**config.mk**
```make
export PLATFORM = sky130hd
export DESIGN_NAME = yoshi_hit_detect_flat
export DESIGN_NICKNAME = d
export VERILOG_FILES = /design/src/rtl/yoshi_hit_detect_pkg.sv /design/src/rtl/yoshi_hit_detect_if.sv /design/src/rtl/yoshi_hit_detect_box_overlap.sv /design/src/rtl/yoshi_hit_detect.sv /design/src/flat_wrapper.sv
export SDC_FILE = /design/constraint.sdc
export NUM_CORES = 1
export LEC_CHECK = 0
export BUFFER_PORTS_ARGS = -buffer_cell sky130_fd_sc_hd__buf_2
export CORE_MARGIN = 2
export CORE_UTILIZATION = 23
export CTS_CLUSTER_DIAMETER = 40
export DETAILED_ROUTE_END_ITERATION = 10
export SLEW_MARGIN = 20
export SYNTH_ARGS = -nofsm -noshare
export SYNTH_HDL_FRONTEND = slang
export SYNTH_SLANG_ARGS = --single-unit
export TNS_END_PERCENT = 5
```
**constraint.sdc**
```tcl
create_clock -name clk -period 12.87 [get_ports clk]
set_input_delay 2.574 -clock clk [delete_from_list [all_inputs] [get_ports clk]]
set_output_delay 2.574 -clock clk [all_outputs]
set_load 0.005 [all_outputs]
```
**src/rtl/yoshi_hit_detect_pkg.sv**
```systemverilog
// yoshi_hit_detect_pkg: sprite geometry, lives default and FSM encodings
// shared by the Yoshi, ghost and hit-detect sprite logic.
package yoshi_hit_detect_pkg;

   localparam int SPRITE_W_DEF   = 16;
   localparam int LIVES_INIT_DEF = 3;
   localparam int POS_W          = 10;

   localparam logic [1:0] ST_ALIVE  = 2'd0;
   localparam logic [1:0] ST_SCAN   = 2'd1;
   localparam logic [1:0] ST_INVULN = 2'd2;
   localparam logic [1:0] ST_DEAD   = 2'd3;

   typedef struct packed {
      logic [POS_W-1:0] x;
      logic [POS_W-1:0] y;
   } pos_t;

   // Widen a pixel coordinate so inset/edge sums cannot wrap.
   function automatic logic [POS_W:0] ext11(
      input logic [POS_W-1:0] v
   );
      return {1'b0, v};
   endfunction

endpackage

```
**src/rtl/yoshi_hit_detect_if.sv**
```systemverilog
// yoshi_hit_detect_if: frame tick, sprite positions and the
// hit/lives status returned to score and display control.
interface yoshi_hit_detect_if #(
   parameter int NUM_GHOSTS = 3
);

   logic                    frame_tick;
   logic [9:0]              y_x;
   logic [9:0]              y_y;
   logic [10*NUM_GHOSTS-1:0] g_x_bus;
   logic [10*NUM_GHOSTS-1:0] g_y_bus;
   logic                    hit;
   logic [2:0]              hit_id;
   logic [2:0]              lives;
   logic                    yoshi_blink;
   logic                    invuln;
   logic                    game_over;

   modport master (
      output frame_tick,
      output y_x,
      output y_y,
      output g_x_bus,
      output g_y_bus,
      input  hit,
      input  hit_id,
      input  lives,
      input  yoshi_blink,
      input  invuln,
      input  game_over
   );

   modport slave (
      input  frame_tick,
      input  y_x,
      input  y_y,
      input  g_x_bus,
      input  g_y_bus,
      output hit,
      output hit_id,
      output lives,
      output yoshi_blink,
      output invuln,
      output game_over
   );

endinterface

```
**src/rtl/yoshi_hit_detect_box_overlap.sv**
```systemverilog
// box_overlap: combinational test of two inset square hitboxes
// given their top-left corners.
module box_overlap
   import yoshi_hit_detect_pkg::*;
#(
   parameter int SPRITE_W  = SPRITE_W_DEF,
   parameter int HIT_INSET = 2
) (
   input  logic [POS_W-1:0] a_x,
   input  logic [POS_W-1:0] a_y,
   input  logic [POS_W-1:0] b_x,
   input  logic [POS_W-1:0] b_y,
   output logic             overlap
);

   localparam logic [POS_W:0] A = (POS_W+1)'(HIT_INSET);
   localparam logic [POS_W:0] B = (POS_W+1)'(SPRITE_W - HIT_INSET);

   logic ovl_x;
   logic ovl_y;

   assign ovl_x = (ext11(b_x) + B > ext11(a_x) + A)
               && (ext11(a_x) + B > ext11(b_x) + A);

   assign ovl_y = (ext11(b_y) + B > ext11(a_y) + A)
               && (ext11(a_y) + B > ext11(b_y) + A);

   assign overlap = ovl_x && ovl_y;

endmodule

```
**src/rtl/yoshi_hit_detect.sv**
```systemverilog
// yoshi_hit_detect: per-frame Yoshi/ghost hitbox scan with lives,
// invulnerability blink window and sticky game-over.
module yoshi_hit_detect
   import yoshi_hit_detect_pkg::*;
#(
   parameter int NUM_GHOSTS    = 3,
   parameter int SPRITE_W      = SPRITE_W_DEF,
   parameter int HIT_INSET     = 2,
   parameter int LIVES_INIT    = LIVES_INIT_DEF,
   parameter int INVULN_FRAMES = 120,
   parameter int BLINK_FRAMES  = 8
) (
   input logic               clk,
   input logic               reset,
   yoshi_hit_detect_if.slave bus
);

   localparam int FW = $clog2(INVULN_FRAMES + 1);
   localparam int BW = $clog2(BLINK_FRAMES + 1);
   localparam int GW = 10 * NUM_GHOSTS;

   logic [1:0]    state;
   logic [2:0]    k;
   logic [FW-1:0] fcnt;
   logic [BW-1:0] bcnt;

   pos_t          y_snap;
   logic [GW-1:0] gx_snap;
   logic [GW-1:0] gy_snap;
   pos_t          g_cur;

   logic          ovl;
   logic          last;

   logic          hit_q;
   logic [2:0]    hit_id_q;
   logic [2:0]    lives_q;
   logic          blink_q;
   logic          invuln_q;
   logic          game_over_q;

   always_comb begin
      g_cur = '0;
      for (int i = 0; i < NUM_GHOSTS; i++) begin
         if (k == 3'(i)) begin
            g_cur.x = gx_snap[10*i +: 10];
            g_cur.y = gy_snap[10*i +: 10];
         end
      end
   end

   assign last = (k == 3'(NUM_GHOSTS - 1));

   box_overlap #(
      .SPRITE_W  (SPRITE_W),
      .HIT_INSET (HIT_INSET)
   ) u_ovl (
      .a_x     (y_snap.x),
      .a_y     (y_snap.y),
      .b_x     (g_cur.x),
      .b_y     (g_cur.y),
      .overlap (ovl)
   );

   always_ff @(posedge clk or posedge reset) begin
      if (reset) begin
         state       <= ST_ALIVE;
         k           <= '0;
         fcnt        <= '0;
         bcnt        <= '0;
         y_snap      <= '0;
         gx_snap     <= '0;
         gy_snap     <= '0;
         hit_q       <= 1'b0;
         hit_id_q    <= '0;
         lives_q     <= 3'(LIVES_INIT);
         blink_q     <= 1'b0;
         invuln_q    <= 1'b0;
         game_over_q <= 1'b0;
      end else begin
         hit_q <= 1'b0;
         unique case (state)
            ST_ALIVE: begin
               if (bus.frame_tick) begin
                  y_snap.x <= bus.y_x;
                  y_snap.y <= bus.y_y;
                  gx_snap  <= bus.g_x_bus;
                  gy_snap  <= bus.g_y_bus;
                  k        <= '0;
                  state    <= ST_SCAN;
               end
            end
            ST_SCAN: begin
               if (ovl) begin
                  hit_q    <= 1'b1;
                  hit_id_q <= k;
                  // Last life lost: saturate at zero and park.
                  if (lives_q <= 3'd1) begin
                     lives_q     <= '0;
                     game_over_q <= 1'b1;
                     state       <= ST_DEAD;
                  end else begin
                     lives_q  <= lives_q - 3'd1;
                     invuln_q <= 1'b1;
                     blink_q  <= 1'b1;
                     fcnt     <= FW'(INVULN_FRAMES);
                     bcnt     <= BW'(BLINK_FRAMES);
                     state    <= ST_INVULN;
                  end
               end else if (last) begin
                  state <= ST_ALIVE;
               end else begin
                  k <= k + 3'd1;
               end
            end
            ST_INVULN: begin
               if (bus.frame_tick) begin
                  if (fcnt == FW'(1)) begin
                     fcnt     <= '0;
                     invuln_q <= 1'b0;
                     blink_q  <= 1'b0;
                     state    <= ST_ALIVE;
                  end else begin
                     fcnt <= fcnt - FW'(1);
                     if (bcnt == BW'(1)) begin
                        blink_q <= ~blink_q;
                        bcnt    <= BW'(BLINK_FRAMES);
                     end else begin
                        bcnt <= bcnt - BW'(1);
                     end
                  end
               end
            end
            ST_DEAD: begin
               state <= ST_DEAD;
            end
            default: begin
               state <= ST_ALIVE;
            end
         endcase
      end
   end

   assign bus.hit         = hit_q;
   assign bus.hit_id      = hit_id_q;
   assign bus.lives       = lives_q;
   assign bus.yoshi_blink = blink_q;
   assign bus.invuln      = invuln_q;
   assign bus.game_over   = game_over_q;

endmodule

```
**src/flat_wrapper.sv**
```systemverilog
// flat-port wrapper written by rule: the top's interface ports become plain ports
module yoshi_hit_detect_flat import yoshi_hit_detect_pkg::*;
#(
   parameter int NUM_GHOSTS    = 3,
   parameter int SPRITE_W      = SPRITE_W_DEF,
   parameter int HIT_INSET     = 2,
   parameter int LIVES_INIT    = LIVES_INIT_DEF,
   parameter int INVULN_FRAMES = 120,
   parameter int BLINK_FRAMES  = 8
)
  (clk, reset, bus_frame_tick, bus_y_x, bus_y_y, bus_g_x_bus, bus_g_y_bus, bus_hit, bus_hit_id, bus_lives, bus_yoshi_blink, bus_invuln, bus_game_over);
  yoshi_hit_detect_if #(.NUM_GHOSTS(NUM_GHOSTS)) bus_i ();
  input logic clk;
  input logic reset;
  input wire logic [$bits(bus_i.frame_tick)-1:0] bus_frame_tick;
  input wire logic [$bits(bus_i.y_x)-1:0] bus_y_x;
  input wire logic [$bits(bus_i.y_y)-1:0] bus_y_y;
  input wire logic [$bits(bus_i.g_x_bus)-1:0] bus_g_x_bus;
  input wire logic [$bits(bus_i.g_y_bus)-1:0] bus_g_y_bus;
  output wire logic [$bits(bus_i.hit)-1:0] bus_hit;
  output wire logic [$bits(bus_i.hit_id)-1:0] bus_hit_id;
  output wire logic [$bits(bus_i.lives)-1:0] bus_lives;
  output wire logic [$bits(bus_i.yoshi_blink)-1:0] bus_yoshi_blink;
  output wire logic [$bits(bus_i.invuln)-1:0] bus_invuln;
  output wire logic [$bits(bus_i.game_over)-1:0] bus_game_over;
  assign bus_i.frame_tick = bus_frame_tick;
  assign bus_i.y_x = bus_y_x;
  assign bus_i.y_y = bus_y_y;
  assign bus_i.g_x_bus = bus_g_x_bus;
  assign bus_i.g_y_bus = bus_g_y_bus;
  assign bus_hit = bus_i.hit;
  assign bus_hit_id = bus_i.hit_id;
  assign bus_lives = bus_i.lives;
  assign bus_yoshi_blink = bus_i.yoshi_blink;
  assign bus_invuln = bus_i.invuln;
  assign bus_game_over = bus_i.game_over;
  yoshi_hit_detect #(.NUM_GHOSTS(NUM_GHOSTS), .SPRITE_W(SPRITE_W), .HIT_INSET(HIT_INSET), .LIVES_INIT(LIVES_INIT), .INVULN_FRAMES(INVULN_FRAMES), .BLINK_FRAMES(BLINK_FRAMES)) u_core (.clk(clk), .reset(reset), .bus(bus_i));
endmodule
```
==> impl_results.md, run 1 <==
- Final Max Tran Viols: 0
- Ys async rst share: 100.0%
- Share of cells above drive strength 1: between 20% and 30%
- Compound-gate portion of the synthesized area: 13.35%
- IO Count: 93
- Post-Synth Simple-Gate Area: between 10 and 15%
- Final Util: between 20% and 30%
- Critical Path Start: u_core.k[0]
- Outcome: finished clean
- CP max FO: 19
- Largest family of logic cells by synthesized area: simple AND/OR/NAND/NOR gates
- CP Capture Type: register
- Count of different cell masters after synthesis: 60
- WHS Endpoint: u_core.bus.game_over
- Cell taking the most area after synthesis: dfrtp_1
- Fin nets: 913
- CTS H-tree depth: 3
- Clk sink count: 106
- Area Overhead vs Synth: 17.71%
- Wire per inst: approximately 15 um
- Initial Utilization: roughly a quarter
- Startpoint types: register
- Multiplexer area fraction after synthesis: 12.44%
- Synth Cell Area: a little under 7000 um^2
- Antenna-violating nets left: 0
- Die Area: between 30000 and 40000 um^2
- Reg2Reg Depth: 19
- RSZ-0062 raised after global routing: false
- Post-synth EDFFs: 0
- Post-DP HPWL: approximately 13000 um
- 1st-pass router iterations: 4
- Leak: 3.770 nW
- Top area cells in the synthesized netlist: dfrtp_1 38%, mux2_2 12%, ha_1 11%
- Via-per-instance ratio: around 4.5
- Wire length of the first global-routing pass: around 28000 um
- Number of cell rows: between 60 and 70
- Final setup viols: 0
- Worst slew pin tran: slightly above 1 ns
- Hold path startpoint: u_core.bus.game_over
- Xor and xnor area share after synthesis: 7.151%
- Critical R2R Capture: u_core.fcnt[6]
- DP Worst Slack: 7.350 ns
- Synth Net Count: 834
- Number of hold buffers added after CTS: 0
- Largest stage delay, worst path: between 0.7 and 0.8 ns
- Count of final hold-check violations: 0
- Hold Crit Depth: 1
- Clock root cell: clkbuf_16
- Clock Skew: between 0.015 and 0.02 ns
- Core area: just under 30000 um^2
- TritonCTS clock tree: built
- Adder-Cell Fraction of Synth Area: a little under an eighth
- Syn avg cell area: around 10 um^2
- Clk buf depth: 2
- Final worst-path setup slack: ~7.4 ns
- Largest net degree at the start of global routing: 63
- Predominant post-synthesis flop cell: dfrtp_1
- GRT Resource Usage Total: between 10% and 20%
- Crit path arrival time: approximately 5.8 ns
- Vias in the first global route: approximately 5000
- Top-area cell type share of the netlist area: a little under two fifths
- Number of port buffers: 92
- Die X: between 150 and 200 um
- Yosys warns: 0
- #FFs+latches synth: around 110
- DRC Markers: 0
- Req. time, crit path: ~13 ns
- Synth Instances: about 690
- HP Class: reg -> reg
- ANT cells: 0
- R2R Setup Slk: about 7.4 ns
- Period utilization: between 40% and 50%
- Final hold slack: 0.4928 ns
- Origin of the critical flop-to-flop path: u_core.k[0]
- Crit Path Class: reg -> reg
- Postcts setup bufs: 0
- Die Ht: approximately 180 um
- Initial antenna violation count: 0
- Total Routed Length: 17370 um
- Seq/Total Area, Yosys: about two fifths
- Clock slew at reported path FFs: 0.08 ns
- Cell Pwr Density: approximately 84 nW/um^2
- Crit-path cells: inv_1 > ha_1 > nor3b_4 > a22oi_1 > a21oi_1 > inv_1 > ha_1 > inv_1 > o21ai_0 > nor2_1 > xor2_1 > ha_1 > nand4_1 > nor3_1 > or4_4 > a211oi_4 > a21oi_1 > or4_1 > o211ai_1
- Via count: 5203
- RePlAce Congestion: roughly 0.86
- Slew Limit Headroom: between 30% and 40%
- Num CTS Buffers: 9
- Minimum clock period: roughly 5.5 ns
- TNS Setup: 0 ns
- Resize count post-CTS: 0
- Initial drt markers: 359
- CP max-delay cell: nor3b_4
- Peak supply drop: 0.06243 mV
- Fmax: between 150 and 200 MHz
- Total power: a little under 0.0007 W
- Grt ovf: 0
- Skew-Pair Late Insertion Delay: roughly 0.37 ns
- Max-Cap Viols: 0
## power breakdown
part / leakage [nW] / switching (W) / total (W) / internal [W]
registers: 1.42 / 0 / 0.000333 / 0.000333
logic: 2.19 / 0.0000127 / 0.0000219 / 0.00000922
clock network: 0.164 / 0.000144 / 0.000320 / 0.000176
total: 3.77 / 0.000156 / 0.000674 / 0.000518
## how the worst max path moves through the flow
stage | end | slack, ns | depth (start not counted)
3_3_place_gp | u_core.fcnt[6] | 7.54 | 15
2_1_floorplan | u_core.bcnt[0] | 7.51 | 1
6_report | u_core.fcnt[6] | 7.40 | 19
3_5_place_dp | u_core.fcnt[6] | 7.35 | 19
4_1_cts | u_core.fcnt[6] | 7.34 | 19
5_1_grt | u_core.fcnt[6] | 6.92 | 19
## registers in the layout, summed over array words and instances (netlist names), 2 cells and up
name / flops
u_core.y_snap: 20
u_core.bcnt: 4
u_core.fcnt: 7
u_core.bus.lives: 3
u_core.k: 3
u_core.bus.hit_id: 3
u_core.gx_snap: 30
u_core.gy_snap: 30
u_core.state: 2
## cell families (layout without fill, tap and decap cells)
group,count (synthesis),after routing
xor+xnor,56,56
simple gates,183,183
buf+inv,63,147
compound gates,143,143
flops,106,106
fa+ha+maj,62,62
mux,76,76
## Yosys cell counts, types with 6 or more instances
| cell type | count |
|---|---|
| nand3_1 | 17 |
| buf_2 | 8 |
| mux2_2 | 74 |
| nand2_1 | 45 |
| nand4_1 | 9 |
| xor2_1 | 26 |
| ha_1 | 62 |
| nand2b_1 | 9 |
| a21oi_1 | 38 |
| nor2_1 | 55 |
| nand3b_1 | 6 |
| o21ai_0 | 38 |
| inv_1 | 34 |
| xnor2_1 | 30 |
| dfrtp_1 | 104 |
| nor3_1 | 11 |
| a22oi_1 | 18 |
| clkbuf_1 | 19 |
## worst max-delay path, delay by kind of cell, from the launching register on
kind / cells / cell delay (ns)
simple gates: 6 / 2.10
compound gates: 6 / 1.66
fa+ha+maj: 3 / 0.68
flops: 1 / 0.41
buf+inv: 3 / 0.34
xor+xnor: 1 / 0.19
## cell usage in the layout (no fill, tap or decap), types with 18 or more instances in the layout
master	instances
dfrtp_1	104
buf_2	92
mux2_2	74
ha_1	62
nor2_1	54
nand2_1	45
a21oi_1	38
o21ai_0	38
inv_1	33
xnor2_1	30
xor2_1	26
a22oi_1	18
## through the flow
stage               cell area, um^2  instances
global route                   8074       1163
detailed placement             7729       1147
finish                         8074       1163
global placement               7729       1147
floorplan                      6859        689
CTS                            8074       1163
## cell type report
cell class | instances | area, um^2
inverter | 35 | 133.9
tap | 390 | 488.0
sequential | 106 | 2655
clock buffer | 9 | 225.2
multi-input combinational | 520 | 3961
fill | 3165 | 21410
timing repair buffer | 96 | 490.5
clock inverter | 7 | 120.1
## layer usage
layer / share of wire (%) / vias to the layer above / wire length [um] / track usage, %
li1: - / 2602 / - / -
met1: 52 / 2497 / 9105 / 17.07
met2: 42 / 92 / 7362 / 16.91
met3: 3.9 / 12 / 669 / 2.427
met4: 1.3 / 0 / 229 / 3.753
met5: 0 / - / 0 / 0
Power figures use the tool's default switching activity.
==> run 2: changes to the inputs <==
- clock period: 12.87 -> 5.7 ns (I/O delays scaled with it)
==> run 2 against run 1 <==
Against the previous run: critical path depth grew 2; flip-flop and latch count stayed put; power rose by 110%; critical path type unchanged; final cell count increased by 0.34%; register-to-register slack lost 6.8 ns; clock skew about the same; critical endpoint unchanged; wire length is 1.1% lower; first-iteration DRC count is 6.1% lower; combinational power rose by 130%; clock-buffer cell count stayed put; sequential share of layout area is essentially flat.
==> impl_results.md, run 2 (synthesis gave the netlist of run 1 again) <==
- RSZ-0062 raised after global routing: false
- Switch Pwr: 0.0003603 W
- Number of hold buffers added after CTS: 0
- Clock root cell: clkbuf_16
- Clock Skew: 0.01815 ns
- Final setup viols: 0
- Top Registers: u_core.gx_snap x30, u_core.gy_snap x30, u_core.y_snap x20
- Resize count post-CTS: 0
- Wire per inst: between 10 and 15 um
- WHS Endpoint: u_core.bus.game_over
- Largest net degree at the start of global routing: between 50 and 60
- RePlAce Congestion: 0.8200
- DRC Markers: 0
- Outcome: finished clean
- Final Max Tran Viols: 0
- Number of port buffers: 92
- Count of final hold-check violations: 0
- Area Overhead vs Synth: 17.73%
- Die Area: between 30000 and 40000 um^2
- TNS Setup: 0 ns
- Switching share of power: about 25%
- Die Ht: around 180 um
- Initial antenna violation count: 0
- Most common cell after layout, fill and taps aside: dfrtp_1
- Antenna-violating nets left: 0
- Origin of the critical flop-to-flop path: u_core.k[1]
- Reg2Reg Depth: 21
- Initial Utilization: between 20% and 30%
- Minimum clock period: roughly 5.1 ns
- Req. time, crit path: between 5 and 6 ns
- Via count: between 5000 and 6000
- Clk buf depth: 2
- Postcts setup bufs: 0
- ANT cells: 0
- CP Capture Type: register
- 1st-pass router iterations: 7
- Number of cell rows: 63
- Initial drt markers: approximately 340
- Clk sink count: 106
- Skew-Pair Late Insertion Delay: between 0.3 and 0.4 ns
- HP Class: reg -> reg
- R2R Setup Slk: 0.59 ns
- Startpoint types: register
- Leak: about 3.8 nW
- Cell Pwr Density: between 150 and 200 nW/um^2
- IO Count: 93
- Crit path arrival time: about 5.4 ns
- Wire length of the first global-routing pass: around 28000 um
- CP max FO: 19
- Critical R2R Capture: u_core.fcnt[6]
- Final Util: 27.39%
- TritonCTS clock tree: built
- Die X: about 180 um
- Worst slew pin tran: just under 0.9 ns
- Slew Limit Headroom: between 40 and 50%
- Crit Path Class: reg -> reg
- Hold Crit Depth: 1
- Peak supply drop: ~0.14 mV
- Post-DP HPWL: roughly 13000 um
- Via-per-instance ratio: 4.459
- Sequential Power Share: approximately 52%
- Design area: approximately 8100 um^2
- CTS H-tree depth: 3
- Pint: between 0.001 and 0.0015 W
- Fin nets: just over 900
- Max-Cap Viols: 0
- Clock power frac: about 45%
- Share of cells above drive strength 1: a little over a quarter
- Fmax: slightly below 200 MHz
- Clock slew at reported path FFs: ~0.080 ns
- GRT Resource Usage Total: about 11%
- Vias in the first global route: roughly 5200
- Total Routed Length: about 17000 um
- Combinational cell fraction of total power: under 10%
- Hold path startpoint: u_core.bus.game_over
- Period utilization: approximately nine tenths
- Grt ovf: 0
- Dpl cell area: 7759 um^2
- Core area: 29480 um^2
- Num CTS Buffers: 9
- Commonest non-fill, non-tap cells in the layout: 104 x dfrtp_1, 92 x buf_2, 74 x mux2_2
run 2: changes by cell type in the layout (fill, tap and decap cells not counted):
cell / change
buf_4: +4
bufinv_16: -2
clkinv_4: +2
clkinv_8: +1
clkinvlp_4: -1
inv_12: +1
inv_8: -1
run 2: power groups by stage:
stage | clock network (W) | logic (W) | registers [W]
final | 0.000648 | 0.0000502 | 0.000751
after global routing | 0.000700 | 0.0000564 | 0.000751
after CTS | 0.000671 | 0.0000526 | 0.000751
after detailed placement | 0 | 0.0000525 | 0.000766
after global placement | 0 | 0.0000532 | 0.000766
after floorplan | 0 | 0.0000119 | 0.000766
run 2: worst max path at each step:
stage                     cells past startpoint        start             endpoint  slack, ns
after global placement                       21  u_core.k[1]       u_core.fcnt[6]       0.79
after floorplan                              22  u_core.k[1]  u_core.bus.lives[2]       1.31
after CTS                                    21  u_core.k[0]       u_core.fcnt[6]       0.60
after detailed placement                     21  u_core.k[0]       u_core.fcnt[6]       0.64
final                                        21  u_core.k[1]       u_core.fcnt[6]       0.59
after global routing                         19  u_core.k[0]       u_core.fcnt[6]       0.07
run 2: critical path, stage by stage, from the launching register on:
cell and delay, ns:
dfrtp_1 0.40, inv_1 0.10, ha_1 0.25, nor3b_4 0.17, buf_4 0.25, a22oi_1 0.12
a21oi_1 0.40, inv_1 0.09, ha_1 0.21, inv_1 0.09, o21a_1 0.17, nand2_1 0.09
nor2_1 0.12, xor2_1 0.20, ha_1 0.27, nand4_1 0.16, nor3_1 0.09, or4_4 0.53
a211oi_4 0.38, a21oi_1 0.34, or4_1 0.48, o211ai_1 0.11
run 2: routing by layer:
metal	share of wire, %	vias up	global-route usage (%)
met5	0	-	0
met4	1.3	0	2.961
met3	4.0	9	2.040
met2	42	112	17.06
met1	53	2475	16.86
li1	-	2608	-
run 2: through the flow:
stage / setup slack, ns / std cells / total power, W / hold WS (ns)
after floorplan: 1.313 / 689 / 0.0007782 / 0.4510
after global placement: 0.7936 / 1151 / 0.0008195 / 0.4840
after detailed placement: 0.6432 / 1151 / 0.0008188 / 0.4721
after CTS: 0.5966 / 1167 / 0.001475 / 0.4894
after global routing: 0.06944 / 1167 / 0.001508 / 0.5018
final: 0.5926 / 1167 / 0.001450 / 0.4747
run 2: final cells by class:
class | count | area (um^2)
Multi-Input combinational cell | 520 | 3961
Inverter | 35 | 133.9
Tap cell | 390 | 488.0
Clock buffer | 9 | 225.2
Fill cell | 3156 | 21410
Sequential cell | 106 | 2655
Timing Repair Buffer | 100 | 520.5
Clock inverter | 7 | 91.34
==> run 3: changes to the inputs <==
- CORE_UTILIZATION: 23 -> 59
- PLACE_DENSITY: unset -> 0.81
==> run 3 against run 2 <==
Against the previous run: first-iteration DRC count decreased by 7.4%; wire length decreased by 8.8%; final cell count decreased by 21%; critical path depth decreased by 1; clock-buffer cell count increased by 1; worst hold slack got worse by 0.00078 ns; critical path type unchanged; critical endpoint is now u_core.bus.lives[2]; largest cell class unchanged.
==> impl_results.md, run 3 (synthesis gave the netlist of run 1 again) <==
- Number of cell rows: 39
- Die X: between 100 and 150 um
- Core area: 11370 um^2
- GRT Resource Usage Total: between 20% and 30%
- DP Worst Slack: 0.4799 ns
- Initial drt markers: ~310
- TNS Setup: 0 ns
- Max-Cap Viols: 0
- Leak: about 3.8 nW
- TritonCTS clock tree: built
- Post-DP HPWL: 11980 um
- Grt ovf: 0
- Clk buf depth: 2
- CTS H-tree depth: 3
- Crit Path Class: reg -> reg
- Seq. cell area: between 2000 and 3000 um^2
- Most common cell after layout, fill and taps aside: dfrtp_1
- Req. time, crit path: around 6.0 ns
- HP Class: reg -> reg
- Final worst-path setup slack: between 0.4 and 0.5 ns
- Initial Utilization: about three fifths
- Largest stage delay, worst path: 0.58 ns
- Clock slew at reported path FFs: about 0.07 ns
- RSZ-0062 raised after global routing: false
- Share of cells above drive strength 1: between 20% and 30%
- Die Ht: between 100 and 150 um
- Delay-heaviest family, CP: simple AND/OR/NAND/NOR gates
- Wire length of the first global-routing pass: ~26000 um
- Worst slew pin tran: about 0.77 ns
- Antenna-violating nets left: 0
- RePlAce Congestion: a little over 0.9
- Num CTS Buffers: 9
- WP buf/inv: 3
- CP max-delay cell: nor3b_4
- Crit path arrival time: 5.56 ns
- Commonest non-fill, non-tap cells in the layout: 104 x dfrtp_1, 92 x buf_2, 74 x mux2_2
- Startpoint types: register
- Slew Limit Headroom: between 40% and 50%
- Fmax: 190.2 MHz
- Total Routed Length: roughly 16000 um
- Die Area: between 10000 and 15000 um^2
- Number of port buffers: 92
- Final setup viols: 0
- Crit-path cells: inv_1 > ha_1 > nor3b_4 > a22oi_1 > a21oi_2 > inv_1 > ha_1 > inv_1 > o21a_1 > nand2_1 > nor2_1 > xor2_1 > ha_1 > nand4_1 > nor3_1 > or4_4 > a211oi_4 > nand3_4 > or4_1 > nand2_1
- CP Capture Type: register
- Via-per-instance ratio: ~6
- CP max FO: 13
- Cell Pwr Density: roughly 190 nW/um^2
- Via count: 5421
- Multi-input gate area: 3965 um^2
- Top Registers: u_core.gx_snap x30, u_core.gy_snap x30, u_core.y_snap x20
- Filler cells: approximately 880
- DRC Markers: 0
- Count of final hold-check violations: 0
- Clock root cell: clkbuf_16
- Fin nets: 916
- IO Count: 93
- Clock Skew: approximately 0.010 ns
- Vias in the first global route: between 5000 and 6000
- Area Overhead vs Synth: 13.30%
- Peak supply drop: approximately 0.22 mV
- Wire per inst: around 17 um
- Outcome: finished clean
- ANT cells: 0
- Largest net degree at the start of global routing: ~70
- Final hold slack: roughly 0.47 ns
- Minimum clock period: between 5 and 6 ns
- Period utilization: 92.23%
- Final Max Tran Viols: 0
- Skew-Pair Late Insertion Delay: ~0.36 ns
- Clk sink count: about 110
- Initial antenna violation count: 0
- 1st-pass router iterations: 5
- Postcts setup bufs: 0
run 3: cell types whose count changed in the layout (fill, tap and decap cells not counted), sizes merged:
| cell | delta |
|---|---|
| clkinvlp | +1 |
| bufinv | +2 |
| clkinv | -5 |
| inv | +1 |
| buf | -1 |
| clkbuf | +1 |
run 3: where the power goes:
| group | switching, W | internal [W] | total, W | leakage, nW |
|---|---|---|---|---|
| Sequential | 0 | 0.000751 | 0.000751 | 1.42 |
| Combinational | 0.0000243 | 0.0000206 | 0.0000450 | 2.21 |
| Clock | 0.000298 | 0.000392 | 0.000690 | 0.156 |
| Total | 0.000322 | 0.00116 | 0.00149 | 3.78 |
run 3: final timing paths:
path	from	end	slack [ns]	cells past startpoint
max in group asynchronous	reset	u_core.bus.lives[1]	3.76	3
max	u_core.k[0]	u_core.bus.lives[2]	0.44	20
max reg2reg	u_core.k[0]	u_core.bus.lives[2]	0.44	20
min	u_core.bus.game_over	u_core.bus.game_over	0.47	1
min in group asynchronous	reset	u_core.gy_snap[26]	0.93	2
min reg2reg	u_core.bus.game_over	u_core.bus.game_over	0.47	1
run 3: timing repair:
action                                  CTS  global route
hold buffers                              0             0
gates resized for setup                   0             1
hold endpoints to repair                  0             0
endpoints found under the setup margin    0             6
run 3: per-layer routing:
metal | GRT usage (%) | vias to the layer above | share of wire, %
met1 | 36.14 | 2621 | 47
li1 | - | 2616 | -
met3 | 6.097 | 17 | 6.2
met5 | 0 | - | 0
met2 | 41.54 | 167 | 45
met4 | 7.078 | 0 | 1.3
run 3: layout make-up:
cell class / instances / share of cell area [%]
clock buffers: 10 / 2.946
clock inverters: 6 / 1.240
inverters: 35 / 1.723
multi-input cells: 520 / 51.02
flip-flops and latches: 106 / 34.17
well taps: 143 / 2.302
repair buffers: 99 / 6.601
run 3: through the flow:
stage	util [%]	cells	area [um^2]	power, W
after floorplan	-	689	6859	0.0007782
after global placement	65.46	903	7442	0.0008103
after detailed placement	65.46	903	7442	0.0008121
after CTS	68.32	919	7767	0.001495
after global routing	68.35	919	7771	0.001532
final	68.35	919	7771	0.001486
run 3: worst register-to-register path, delay by kind of cell, from the launching register on:
kind | cells | cell delay [ns]
buffers and inverters | 3 | 0.35
DFF | 1 | 0.42
and+or+nand+nor | 9 | 2.43
xor gates and xnor gates | 1 | 0.17
AOI/OAI and AO/OA | 4 | 1.19
adders and majority gates | 3 | 0.65
